`config.mk`:
```
export PLATFORM = sky130hd
export DESIGN_NAME = yuv422_word_packer_flat
export DESIGN_NICKNAME = d
export VERILOG_FILES = /design/src/rtl/yuv422_word_packer_pkg.sv /design/src/rtl/yuv422_word_packer_if.sv /design/src/rtl/yuv422_word_packer_sync_fifo.sv /design/src/rtl/yuv422_word_packer.sv /design/src/flat_wrapper.sv
export SDC_FILE = /design/constraint.sdc
export NUM_CORES = 1
export LEC_CHECK = 0
export BUFFER_PORTS_ARGS = -buffer_cell sky130_fd_sc_hd__buf_2
export CAP_MARGIN = 20
export CORE_UTILIZATION = 61
export CTS_CLUSTER_DIAMETER = 30
export DETAILED_ROUTE_END_ITERATION = 8
export MAX_ROUTING_LAYER = met4
export PLACE_DENSITY = 0.84
export SLEW_MARGIN = 10
export SYNTH_ARGS = -nofsm -noshare
export SYNTH_HDL_FRONTEND = slang
export SYNTH_SLANG_ARGS = --single-unit
```
`constraint.sdc`:
```
create_clock -name clk -period 9 [get_ports clk]
set_input_delay 1.8 -clock clk [delete_from_list [all_inputs] [get_ports clk]]
set_output_delay 1.8 -clock clk [all_outputs]
set_load 0.05 [all_outputs]
```
`src/rtl/yuv422_word_packer_pkg.sv`:
```
// Shared definitions for the 4:2:2 macropixel packer: byte order, field
// offsets and the packed word type.
package yuv422_word_packer_pkg;

  localparam logic [1:0] PH_U  = 2'd0;
  localparam logic [1:0] PH_Y0 = 2'd1;
  localparam logic [1:0] PH_V  = 2'd2;
  localparam logic [1:0] PH_Y1 = 2'd3;

  localparam int U_MSB  = 31;
  localparam int Y0_MSB = 23;
  localparam int V_MSB  = 15;
  localparam int Y1_MSB = 7;

  typedef logic [31:0] macropixel_t;

  function automatic macropixel_t pack_word(input logic [7:0] u, input logic [7:0] y0,
                                            input logic [7:0] v, input logic [7:0] y1);
    macropixel_t w;
    w = 32'd0;
    w[U_MSB  -: 8] = u;
    w[Y0_MSB -: 8] = y0;
    w[V_MSB  -: 8] = v;
    w[Y1_MSB -: 8] = y1;
    return w;
  endfunction

endpackage

```
`src/rtl/yuv422_word_packer_if.sv`:
```
// Byte-in / word-out bundle between the CTE output, the packer and the bus writer.
interface yuv422_word_packer_if
  import yuv422_word_packer_pkg::*;
#(
  parameter int CNT_W = 16
);
  logic             yuv_valid;
  logic [7:0]       yuv_in;
  logic             sync_clr;
  logic             word_ready;
  logic             word_valid;
  macropixel_t      word_data;
  logic             almost_full;
  logic             ovf;
  logic [CNT_W-1:0] word_cnt;

  modport slave (
    input  yuv_valid, yuv_in, sync_clr, word_ready,
    output word_valid, word_data, almost_full, ovf, word_cnt
  );

  modport master (
    output yuv_valid, yuv_in, sync_clr, word_ready,
    input  word_valid, word_data, almost_full, ovf, word_cnt
  );
endinterface

```
`src/rtl/yuv422_word_packer_sync_fifo.sv`:
```
// First-word fall-through FIFO with extra-MSB pointers; a push into a full
// FIFO is still accepted when a pop frees a slot on the same edge.
module yuv422_word_packer_sync_fifo #(
  parameter int DEPTH = 8,
  parameter int W     = 32
) (
  input  logic                   i_clk,
  input  logic                   i_rst_n,
  input  logic                   i_push,
  input  logic [W-1:0]           i_data,
  input  logic                   i_ready,
  output logic                   o_accept,
  output logic                   o_valid,
  output logic [W-1:0]           o_data,
  output logic [$clog2(DEPTH):0] o_count
);
  localparam int AW = $clog2(DEPTH);
  localparam int PW = AW + 1;
  localparam logic [PW-1:0] PTR_ONE = PW'(1);

  logic [PW-1:0] r_wr_ptr;
  logic [PW-1:0] r_rd_ptr;
  logic [W-1:0]  r_mem [DEPTH];
  logic [W-1:0]  r_last;
  logic          w_empty;
  logic          w_full;
  logic          w_pop;

  assign w_empty  = (r_wr_ptr == r_rd_ptr);
  assign w_full   = (r_wr_ptr[AW] != r_rd_ptr[AW]) && (r_wr_ptr[AW-1:0] == r_rd_ptr[AW-1:0]);
  assign w_pop    = !w_empty && i_ready;
  assign o_accept = i_push && (!w_full || w_pop);

  always_ff @(posedge i_clk or negedge i_rst_n) begin
    if (!i_rst_n) begin
      r_wr_ptr <= '0;
      r_rd_ptr <= '0;
      r_last   <= '0;
    end else begin
      if (o_accept) r_wr_ptr <= r_wr_ptr + PTR_ONE;
      if (w_pop) begin
        r_rd_ptr <= r_rd_ptr + PTR_ONE;
        r_last   <= r_mem[r_rd_ptr[AW-1:0]];
      end
    end
  end

  always_ff @(posedge i_clk) begin
    if (o_accept) r_mem[r_wr_ptr[AW-1:0]] <= i_data;
  end

  // When empty the output keeps showing the last word handed out.
  assign o_valid = !w_empty;
  assign o_data  = w_empty ? r_last : r_mem[r_rd_ptr[AW-1:0]];
  assign o_count = r_wr_ptr - r_rd_ptr;

endmodule

```
`src/rtl/yuv422_word_packer.sv`:
```
// Packs the serial U,Y0,V,Y1 byte stream into 32-bit macropixels, buffers them
// and tracks dropped words and the accepted-word count.
module yuv422_word_packer
  import yuv422_word_packer_pkg::*;
#(
  parameter int DEPTH     = 8,
  parameter int AFULL_LVL = 2,
  parameter int CNT_W     = 16
) (
  input  logic                  clk,
  input  logic                  reset,
  yuv422_word_packer_if.slave   bus
);
  localparam int PW = $clog2(DEPTH) + 1;
  localparam logic [PW-1:0]    DEPTH_P = PW'(DEPTH);
  localparam logic [PW-1:0]    AFULL_P = PW'(AFULL_LVL);
  localparam logic [CNT_W-1:0] CNT_ONE = CNT_W'(1);

  logic [1:0]       r_phase;
  logic [7:0]       r_slot0;
  logic [7:0]       r_slot1;
  logic [7:0]       r_slot2;
  logic             r_ovf;
  logic [CNT_W-1:0] r_word_cnt;
  logic             w_push;
  logic             w_accept;
  logic             w_valid;
  macropixel_t      w_word;
  macropixel_t      w_data;
  logic [PW-1:0]    w_count;
  logic [PW-1:0]    w_free;

  // A sync_clr byte restarts the word, so it can never complete one.
  assign w_push = bus.yuv_valid && !bus.sync_clr && (r_phase == PH_Y1);
  assign w_word = pack_word(r_slot0, r_slot1, r_slot2, bus.yuv_in);

  always_ff @(posedge clk or negedge reset) begin
    if (!reset) begin
      r_phase <= PH_U;
      r_slot0 <= 8'd0;
      r_slot1 <= 8'd0;
      r_slot2 <= 8'd0;
    end else if (bus.sync_clr) begin
      r_phase <= bus.yuv_valid ? PH_Y0 : PH_U;
      if (bus.yuv_valid) r_slot0 <= bus.yuv_in;
    end else if (bus.yuv_valid) begin
      case (r_phase)
        PH_U:    r_slot0 <= bus.yuv_in;
        PH_Y0:   r_slot1 <= bus.yuv_in;
        PH_V:    r_slot2 <= bus.yuv_in;
        default: ;
      endcase
      r_phase <= r_phase + 2'd1;
    end
  end

  always_ff @(posedge clk or negedge reset) begin
    if (!reset) begin
      r_ovf      <= 1'b0;
      r_word_cnt <= '0;
    end else begin
      if (w_push && !w_accept) r_ovf <= 1'b1;
      if (w_accept) r_word_cnt <= r_word_cnt + CNT_ONE;
    end
  end

  yuv422_word_packer_sync_fifo #(
    .DEPTH (DEPTH),
    .W     (32)
  ) u_fifo (
    .i_clk    (clk),
    .i_rst_n  (reset),
    .i_push   (w_push),
    .i_data   (w_word),
    .i_ready  (bus.word_ready),
    .o_accept (w_accept),
    .o_valid  (w_valid),
    .o_data   (w_data),
    .o_count  (w_count)
  );

  assign w_free          = DEPTH_P - w_count;
  assign bus.word_valid  = w_valid;
  assign bus.word_data   = w_data;
  assign bus.almost_full = (w_free <= AFULL_P);
  assign bus.ovf         = r_ovf;
  assign bus.word_cnt    = r_word_cnt;

endmodule

```
`src/flat_wrapper.sv`:
```
// flat-port wrapper written by rule: the top's interface ports become plain ports
module yuv422_word_packer_flat import yuv422_word_packer_pkg::*;
#(
  parameter int DEPTH     = 8,
  parameter int AFULL_LVL = 2,
  parameter int CNT_W     = 16
)
  (clk, reset, bus_yuv_valid, bus_yuv_in, bus_sync_clr, bus_word_ready, bus_word_valid, bus_word_data, bus_almost_full, bus_ovf, bus_word_cnt);
  yuv422_word_packer_if #(.CNT_W(CNT_W)) bus_i ();
  input  logic clk;
  input  logic reset;
  input wire logic [$bits(bus_i.yuv_valid)-1:0] bus_yuv_valid;
  input wire logic [$bits(bus_i.yuv_in)-1:0] bus_yuv_in;
  input wire logic [$bits(bus_i.sync_clr)-1:0] bus_sync_clr;
  input wire logic [$bits(bus_i.word_ready)-1:0] bus_word_ready;
  output wire logic [$bits(bus_i.word_valid)-1:0] bus_word_valid;
  output wire logic [$bits(bus_i.word_data)-1:0] bus_word_data;
  output wire logic [$bits(bus_i.almost_full)-1:0] bus_almost_full;
  output wire logic [$bits(bus_i.ovf)-1:0] bus_ovf;
  output wire logic [$bits(bus_i.word_cnt)-1:0] bus_word_cnt;
  assign bus_i.yuv_valid = bus_yuv_valid;
  assign bus_i.yuv_in = bus_yuv_in;
  assign bus_i.sync_clr = bus_sync_clr;
  assign bus_i.word_ready = bus_word_ready;
  assign bus_word_valid = bus_i.word_valid;
  assign bus_word_data = bus_i.word_data;
  assign bus_almost_full = bus_i.almost_full;
  assign bus_ovf = bus_i.ovf;
  assign bus_word_cnt = bus_i.word_cnt;
  yuv422_word_packer #(.DEPTH(DEPTH), .AFULL_LVL(AFULL_LVL), .CNT_W(CNT_W)) u_core (.clk(clk), .reset(reset), .bus(bus_i));
endmodule
```
# Word level (Yosys, flattened, before mapping)
# Memory sizes are Yosys's and may differ from the RTL's.
# Cells that the tools add are included.
# op_classes
reduce_logical	17
bitwise_logic	1
n_mux	10
multipliers	0
magnitude_cmp	1
add_sub_neg	6
n_div	0
eq_ne	6
shift	0
# op_table
cell	n
32-bit 2-to-1 mux	1
8-bit 2-to-1 mux	4
16-bit by 1-bit adder with 16-bit output, second input constant	1
4-bit by 1-bit adder with 4-bit output, second input constant	2
1-bit logical AND	6
3-bit AND reduction	2
2-bit == test, second input constant	2
4-bit == test	1
4-bit by 2-bit <= comparator with 1-bit output, second input constant	1
1-bit zero test	4
2-bit 2-to-1 mux	2
2-bit nonzero test	2
4-bit subtractor	1
4-bit subtractor, first input constant	1
3-bit == test	1
1-bit 2-to-1 mux	3
2-bit by 1-bit adder with 2-bit output, second input constant	1
2-bit by 1-bit == test with 1-bit output, second input constant	1
2-bit zero test	1
2-bit AND reduction	1
1-bit logical OR	1
1-bit != test	1
1-bit inverter	1
# totals
latchBits	0
rom_bits	0
mem_count	1
register_bits	83
ram_bits	256
in_bits	13
output_inout_bits	51
elab_cells	51
# memory_table
memory	depth	width	rd	rd_ports_with_merged_regs	write_ports	line	source
u_core.u_fifo.r_mem	8	32	1	0	1	yuv422_word_packer_sync_fifo.sv:23	logic [W-1:0] r_mem [DEPTH];

# Depth between registers and ports, before layout
# Gate-level depths: netlist (run 1).
# logic_depth
ltp_word	7
ltp_mapped	12
mapped_depth_nobuf	9

# By module
# A second synthesis (run 1) with hierarchy kept.
# unflattened
cells_unflattened	850
area_unflattened_um2	13603.0
# by_module_without_submodules
module	n_inst	cells_per_inst	area_each_um2	seq_area_each_um2
yuv422_word_packer_sync_fifo	1	712	11761.3	8688.3
yuv422_word_packer	1	138	1841.8	1076.0

# Worst setup path before layout (run 1)
# No wires, ideal clock.
# synth_timing
path_type	input -> register
start	input port bus_sync_clr
end	memory u_core.u_fifo.r_mem[2][0] (enable)
setup_slack_ps	3184
arrival_ps	5314
stages	4
setup_ps	502
path_buffers	1
required_time_ps	8498
cell_sequence	and3b_1 > buf_2 > o21ai_2 > nor4_1
# synth_via
elab_chain_cells	6
# synth_rtl
element	line	source
start, declared	flat_wrapper.sv:14	input wire logic [$bits(bus_i.sync_clr)-1:0] bus_sync_clr;
1-bit zero test	yuv422_word_packer.sv:34	assign w_push = bus.yuv_valid && !bus.sync_clr && (r_phase == PH_Y1);
1-bit logical AND (2 in series)	yuv422_word_packer.sv:34	
1-bit logical AND	yuv422_word_packer_sync_fifo.sv:32	assign o_accept = i_push && (!w_full || w_pop);
1-bit 2-to-1 mux	yuv422_word_packer_sync_fifo.sv:49	if (o_accept) r_mem[r_wr_ptr[AW-1:0]] <= i_data;
1-bit 2-to-1 mux (implied by the code)	yuv422_word_packer_sync_fifo.sv:49	
end, declared	yuv422_word_packer_sync_fifo.sv:23	
# Every way passes these cells.

# Final worst setup path (run 1)
# layout_timing
start	register u_core.u_fifo.r_rd_ptr[0]
end	output port bus_word_data[11]
# layout_via
elab_chain_cells	2
word_cells_on_any_way	3
classes_between	1 x eq/ne; 1 x mux; 1 x memory
# layout_rtl
element	line	source
start, declared	yuv422_word_packer_sync_fifo.sv:22	logic [PW-1:0] r_rd_ptr;
start signal, assigned	yuv422_word_packer_sync_fifo.sv:42	r_rd_ptr <= r_rd_ptr + PTR_ONE;
memory 8 x 32 bit or 4-bit == test (tied branches)	n/a	
32-bit 2-to-1 mux (*)	yuv422_word_packer_sync_fifo.sv:54	assign o_data = w_empty ? r_last : r_mem[r_rd_ptr[AW-1:0]];
end, declared	flat_wrapper.sv:17	output wire logic [$bits(bus_i.word_data)-1:0] bus_word_data;
# Mark *: on every way between the ends. The rest lies on a longest branch, timed or not.

==> results of run 1 <==
## power groups by stage
stage / logic [uW] / clock network, uW / registers [uW]
finish: 1870 / 2010 / 2110
global placement: 1780 / 0 / 2100
CTS: 1880 / 2030 / 2110
floorplan: 1500 / 0 / 2050
detailed placement: 1830 / 0 / 2130
global route: 1980 / 2090 / 2130
## kinds of logic after synthesis
family                     share of synthesized area
buffers and inverters                        0.02081
and+or+nand+nor                              0.03854
DFF                                           0.7248
muxes                                         0.1583
xor gates and xnor gates                     0.01746
adders and majority gates                    0.01170
AOI/OAI and AO/OA                            0.02842
## final cells by class
| type | instances | area (um2) | share of cell area |
|---|---|---|---|
| Sequential cell | 339 | 9771 | 0.6161 |
| Timing Repair Buffer | 77 | 422.9 | 0.02667 |
| Multi-Input combinational cell | 349 | 3485 | 0.2197 |
| Clock buffer | 63 | 1404 | 0.08852 |
| Inverter | 13 | 48.80 | 0.003077 |
| Clock inverter | 32 | 377.9 | 0.02383 |
| Tap cell | 280 | 350.3 | 0.02209 |
## flip-flops by register name, indices dropped and copies added (netlist names)
signal	cells
u_core.bus.word_cnt	16
u_core.bus.ovf	1
u_core.u_fifo.r_wr_ptr	4
u_core.u_fifo.r_last	32
u_core.u_fifo.r_rd_ptr	4
u_core.r_slot2	8
u_core.u_fifo.r_mem	256
u_core.r_phase	2
u_core.r_slot0	8
u_core.r_slot1	8
## worst max-delay path by stage
stage                                 to                 startpoint  slack [ps]
6_report               bus_word_data[11]  u_core.u_fifo.r_rd_ptr[0]        3490
3_3_place_gp            bus_word_data[8]  u_core.u_fifo.r_rd_ptr[0]        4270
5_1_grt                 bus_word_data[8]  u_core.u_fifo.r_rd_ptr[0]        3240
2_1_floorplan  u_core.u_fifo.r_mem[2][0]               bus_sync_clr        3180
4_1_cts                bus_word_data[11]  u_core.u_fifo.r_rd_ptr[0]        3420
3_5_place_dp            bus_word_data[8]  u_core.u_fifo.r_rd_ptr[0]        4140
## stage by stage
step	power (uW)	hold slack, ps	instances	util	worst slack [ps]
6_report	5990	469.3	1153	0.7290	3490
5_1_grt	6205	494.5	1153	0.7290	3238
4_1_cts	6021	480.4	1153	0.7290	3421
3_5_place_dp	3958	451.0	1058	0.6471	4136
3_3_place_gp	3887	448.7	1058	0.6471	4274
2_1_floorplan	3556	455.4	737	-	3184
## cells in the final DEF (no fill, tap or decap), types with 4 or more instances in the layout
cell type and instances:
edfxtp_1 256, dfrtp_1 80, nand2_1 78, o21ai_1 66, buf_2 62, clkbuf_16 53
mux4_2 43, mux2i_1 33, mux2_2 24, mux4_1 21, xnor2_1 18, buf_4 15
inv_1 13, ha_1 11, nor2_1 8, xor2_1 7, nand3_1 7, clkinv_2 7
clkbuf_1 6, inv_6 6, bufinv_16 6, clkinvlp_4 5, nor3_2 4, and4_1 4
nand4_1 4, clkbuf_8 4, clkinv_4 4
## critical path, delay by kind of cell, from the launching register on
family | cells | cell delay (ps)
and+or+nand+nor | 3 | 920
buffers and inverters | 3 | 880
DFF | 1 | 860
adders and majority gates | 1 | 350
AOI/OAI and AO/OA | 1 | 120
## routing by layer
layer,global-route usage,vias to the layer above
met4,0.1110,0
met2,0.4661,351
met1,0.3453,3746
met3,0.04424,66
li1,-,3079
met5,-,-
==> out/qor.yml, run 1 <==
status:
  run_status: "complete, no violations"
logic_synthesis:
  synth_area_um2: 13470
  yosys.area.top_type: "edfxtp_1"
  yosys-top-cells-count: "edfxtp_1, dfrtp_1, nand2_1"
  ys_warn_count: 0
  synth_edf_count: 256
  ys.flop_type: "edfxtp_1"
  synth_area_leaders: "edfxtp_1, dfrtp_1, mux4_2"
  synth.distinct_cells: 40
  ys_seq_area_frac: 0.7248
  synth_seq_cells: 339
  synth.most_common_cell: "edfxtp_1"
  synth_top_area_frac: 0.5706
  avgSynthCellArea_um2: 18.28
  synth_cells: 737
  synth_nets: 762
  synthArstFlopShare: 0.2448
route:
  drt_wl_total_um: 29140
  met1_length_um: 11110
  via_count: 7242
  wl_per_cell_um: 25.28
  highest_layer: "met4"
  antenna_left: 0
  drt_iter0_drc: 519
  met3_length_um: 2031
  route.met2.wl_um: 15270
  drc_errors: 0
  viasPerCell: 6.281
  firstDrtPassIters: 5
floorplan:
  die_w_um: 150.6
  die_y_um: 150.6
  core_um2: 21760
  ios: 64
  start_util: 0.6192
  num_rows: 54
  die_area_um2: 22680
timing:
  post-route-min-period_ps: 5510
  setup_tns_ps: 0
  rsz0062_at_grt: "no"
  slew_headroom: 0.2675
  slew_viol_final: 0
  final-hold-violation-count: 0
  worst_pin_slew_ps: 1091
  finalCritPeriodShare: 0.6122
  fmax_mhz: 181.5
  fin_skew_ps: 32.35
  setup_viol: 0
power:
  powerDensity_nw_per_um2: 377.7
  clkPwrFrac: 0.335
  peakVddDrop_v: 0.0002634
  p_leak_uw: 0.005885
  net-switching-power_uw: 2177
  p_seq_frac: 0.352
  p_int_uw: 3813
  power_frac_comb: 0.313
  swShare: 0.3634
critical_path:
  r2r_cells: 7
  path_cells: "inv_1 -> ha_1 -> nand3_1 -> nor2_4 -> buf_4 -> nand2_1 -> o21ai_1 -> buf_2"
  endpoint_kind: "output pin"
  crit_path_max_incr_delay_ps: 860
  rrSetupSlack_ps: 5680
  cp.arrival_ps: 3710
  crit_required_ps: 7200
  critPathMaxFanout: 36
  r2r_start: "u_core.u_fifo.r_rd_ptr[0]"
  path_class: "reg2out"
  r2r-end: "u_core.u_fifo.r_mem[5][14]"
  cp_slowest_cell: "dfrtp_4"
  critPathLaunchType: "flip-flop"
worst_hold_path:
  min_path_type: "reg2reg"
  min_path_cells: 1
  hp-start: "u_core.bus.word_cnt[15]"
  holdPathEnd: "u_core.bus.word_cnt[15]"
run:
  drv_cap: 0
cts:
  cts.htree.levels: 2
  postCtsSetupBuffers: 0
  clk_latency_ps: 550
  clock_sinks: 339
  cts_resized: 0
  hold_buffers: 0
  clkSlewWorstSetupHoldPaths_ps: 50
  cts_tree: "done"
  cts_buffers: 51
  cts_root_buffer: "clkbuf_16"
  clk_path_buf_depth: 3
grt:
  grt_antenna_before_repair: 0
  grt_pass1_vias: 7529
  grt_pass1_wl_um: 43870
  overflow: 0
  gr-usage-all-layers: 0.2792
  grt_max_degree: 69
cells_and_area:
  num-nets-final: 856
  drive_above_1_share: 0.2829
  fillers: 1146
  syn2layout_area_growth_pct: 17.72
  diodes: 0
  postLayoutCellArea_um2: 15860
placement:
  dpl_cell_area_um2: 14080
  gp_congestion: 0.8070
  io_buffers: 63
  dp_hpwl_um: 14100
Note: power is estimated with default switching activity, not from simulation.
==> run 2: changes to the inputs <==
Settings changed: CORE_UTILIZATION 61 to 55, PLACE_DENSITY 0.84 to 0.8.
Clock period 9 ns to 4.67 ns, I/O delays scaled along.
==> out/qor.yml, run 2 (same netlist as run 1, synthesis figures left out) <==
grt:
  overflow: 0  # unchanged
  grt_max_degree: 67  # -2.9%
  grt_pass1_vias: 7010  # -6.9%
  grt_antenna_before_repair: 0  # unchanged
  gr-usage-all-layers: 0.2427  # -0.03652
  grt_pass1_wl_um: 42350  # -3.5%
route:
  drc_errors: 0  # unchanged
  via_count: 7059  # -2.5%
  antenna_left: 0  # unchanged
  wl_per_cell_um: 23.31  # -7.8%
  drt_wl_total_um: 27980  # -4.0%
  firstDrtPassIters: 5  # unchanged
  drt_iter0_drc: 641  # +24%
  viasPerCell: 5.883  # -6.3%
critical_path:
  cp-endpoint: "bus_word_data[12]"
  path_class: "reg2out"
  r2r_start: "u_core.u_fifo.r_wr_ptr[1]"
  crit_required_ps: 3740  # -3460 ps
  cp.arrival_ps: 3010  # -700 ps
  critPathLaunchType: "flip-flop"
  startpoint: "u_core.u_fifo.r_wr_ptr[1]"
  rrSetupSlack_ps: 1690  # -3990 ps
  endpoint_kind: "output pin"
  critPathMaxFanout: 65  # +81%
  r2r_cells: 7  # unchanged
  r2r-end: "u_core.u_fifo.r_mem[5][14]"
cells_and_area:
  postLayoutCellArea_um2: 16090  # +1.5%
  final_common_cell: "edfxtp_1"
  drive_above_1_share: 0.2872  # +0.004241
  final_cell_mix: "edfxtp_1, dfrtp_1, nand2_1"
  largest_register_ffs: 256  # unchanged
  diodes: 0  # unchanged
  fillers: 1452  # +27%
  regArea_um2: 9771  # unchanged
  syn2layout_area_growth_pct: 19.47
  multi_input_area_um2: 3485  # unchanged
  num-nets-final: 861  # +0.58%
status:
  run_status: "complete, no violations"
worst_hold_path:
  min_path_type: "reg2reg"
  hp-start: "u_core.bus.word_cnt[15]"
power:
  p_seq_frac: 0.338  # -0.014
  clkPwrFrac: 0.358  # +0.023
  power_frac_comb: 0.304  # -0.009
  p_int_uw: 7677  # +100%
  p_leak_uw: 0.005976  # +1.5%
  power_uw: 11840  # +98%
  peakVddDrop_v: 0.0007567  # +190%
  net-switching-power_uw: 4161  # +91%
  swShare: 0.3515  # -0.01193
  powerDensity_nw_per_um2: 735.6  # +95%
floorplan:
  die_y_um: 158.5  # +5.2%
  die_w_um: 158.5  # +5.2%
  start_util: 0.5672  # -0.05206
  ios: 64  # unchanged
  num_rows: 56  # +3.7%
  core_um2: 23750  # +9.2%
  die_area_um2: 25120  # +11%
timing:
  hold_slack_ps: 461.3  # -7.943 ps
  finalCritPeriodShare: 0.8455
  fin_skew_ps: 25.57  # -6.781 ps
  fmax_mhz: 253.3
  final-hold-violation-count: 0  # unchanged
  setup_viol: 0  # unchanged
  rsz0062_at_grt: "no"
  slew_headroom: 0.3340  # +0.06652
  slew_viol_final: 0  # unchanged
  worst_pin_slew_ps: 992.3  # -99.11 ps
  post-route-min-period_ps: 3948
cts:
  clkSlewWorstSetupHoldPaths_ps: 40  # about the same
  cts_resized: 0  # unchanged
  cts_root_buffer: "clkbuf_16"
  cts_tree: "done"
  hold_buffers: 0  # unchanged
  clk_path_buf_depth: 3  # unchanged
  cts_buffers: 55  # +7.8%
  clock_sinks: 339  # unchanged
  cts.htree.levels: 2  # unchanged
  postCtsSetupBuffers: 0  # unchanged
  clk_latency_ps: 560  # about the same
placement:
  dpl_cell_area_um2: 14130  # +0.40%
  dp_hpwl_um: 13710  # -2.8%
  gp_congestion: 0.7738  # -4.1%
  io_buffers: 63  # unchanged
run:
  drv_cap: 0  # unchanged
## run 2: how the worst min path moves through the flow
stage / depth (start not counted) / to
after floorplan: 2 / u_core.u_fifo.r_last[0]
after global placement: 1 / u_core.bus.ovf
after detailed placement: 1 / u_core.bus.word_cnt[15]
after CTS: 1 / u_core.bus.word_cnt[15]
after global routing: 1 / u_core.bus.word_cnt[15]
final: 1 / u_core.bus.word_cnt[15]
## run 2: cell type report
cell class,instances,share of cell area
flip-flops and latches,339,0.6071
multi-input cells,349,0.2165
clock buffers,65,0.08909
clock inverters,37,0.03273
repair buffers,78,0.02674
well taps,319,0.02480
inverters,13,0.003032
## run 2: power groups by stage
stage | combinational (uW) | clock (uW) | sequential, uW
after floorplan | 2900 | 0 | 3960
after global placement | 3540 | 0 | 4020
after detailed placement | 3590 | 0 | 4050
after CTS | 3640 | 4280 | 4000
after global routing | 3830 | 4410 | 4040
final | 3600 | 4240 | 4000
## run 2: stage by stage
step,instances,setup WS (ps),TNS (ps),utilization
floorplan,737,-292.9,-18740,-
global placement,1098,1419,0,0.5950
detailed placement,1098,1285,0,0.5950
CTS,1200,696.9,0,0.6776
global route,1200,550.7,0,0.6776
finish,1200,721.7,0,0.6776
## run 2: critical path, cell delays in order, from the launching register on
cell	delay [ps]
dfrtp_1	480
inv_1	170
ha_1	350
nand3_1	180
nor2_4	120
buf_4	550
nand2_1	150
o21ai_1	140
buf_2	290
## run 2: layer usage
metal,track usage,vias up,routed length (um)
li1,-,3090,-
met1,0.3119,3633,11500
met2,0.3962,279,14160
met3,0.03811,57,1568
met4,0.08745,0,752
met5,-,-,0
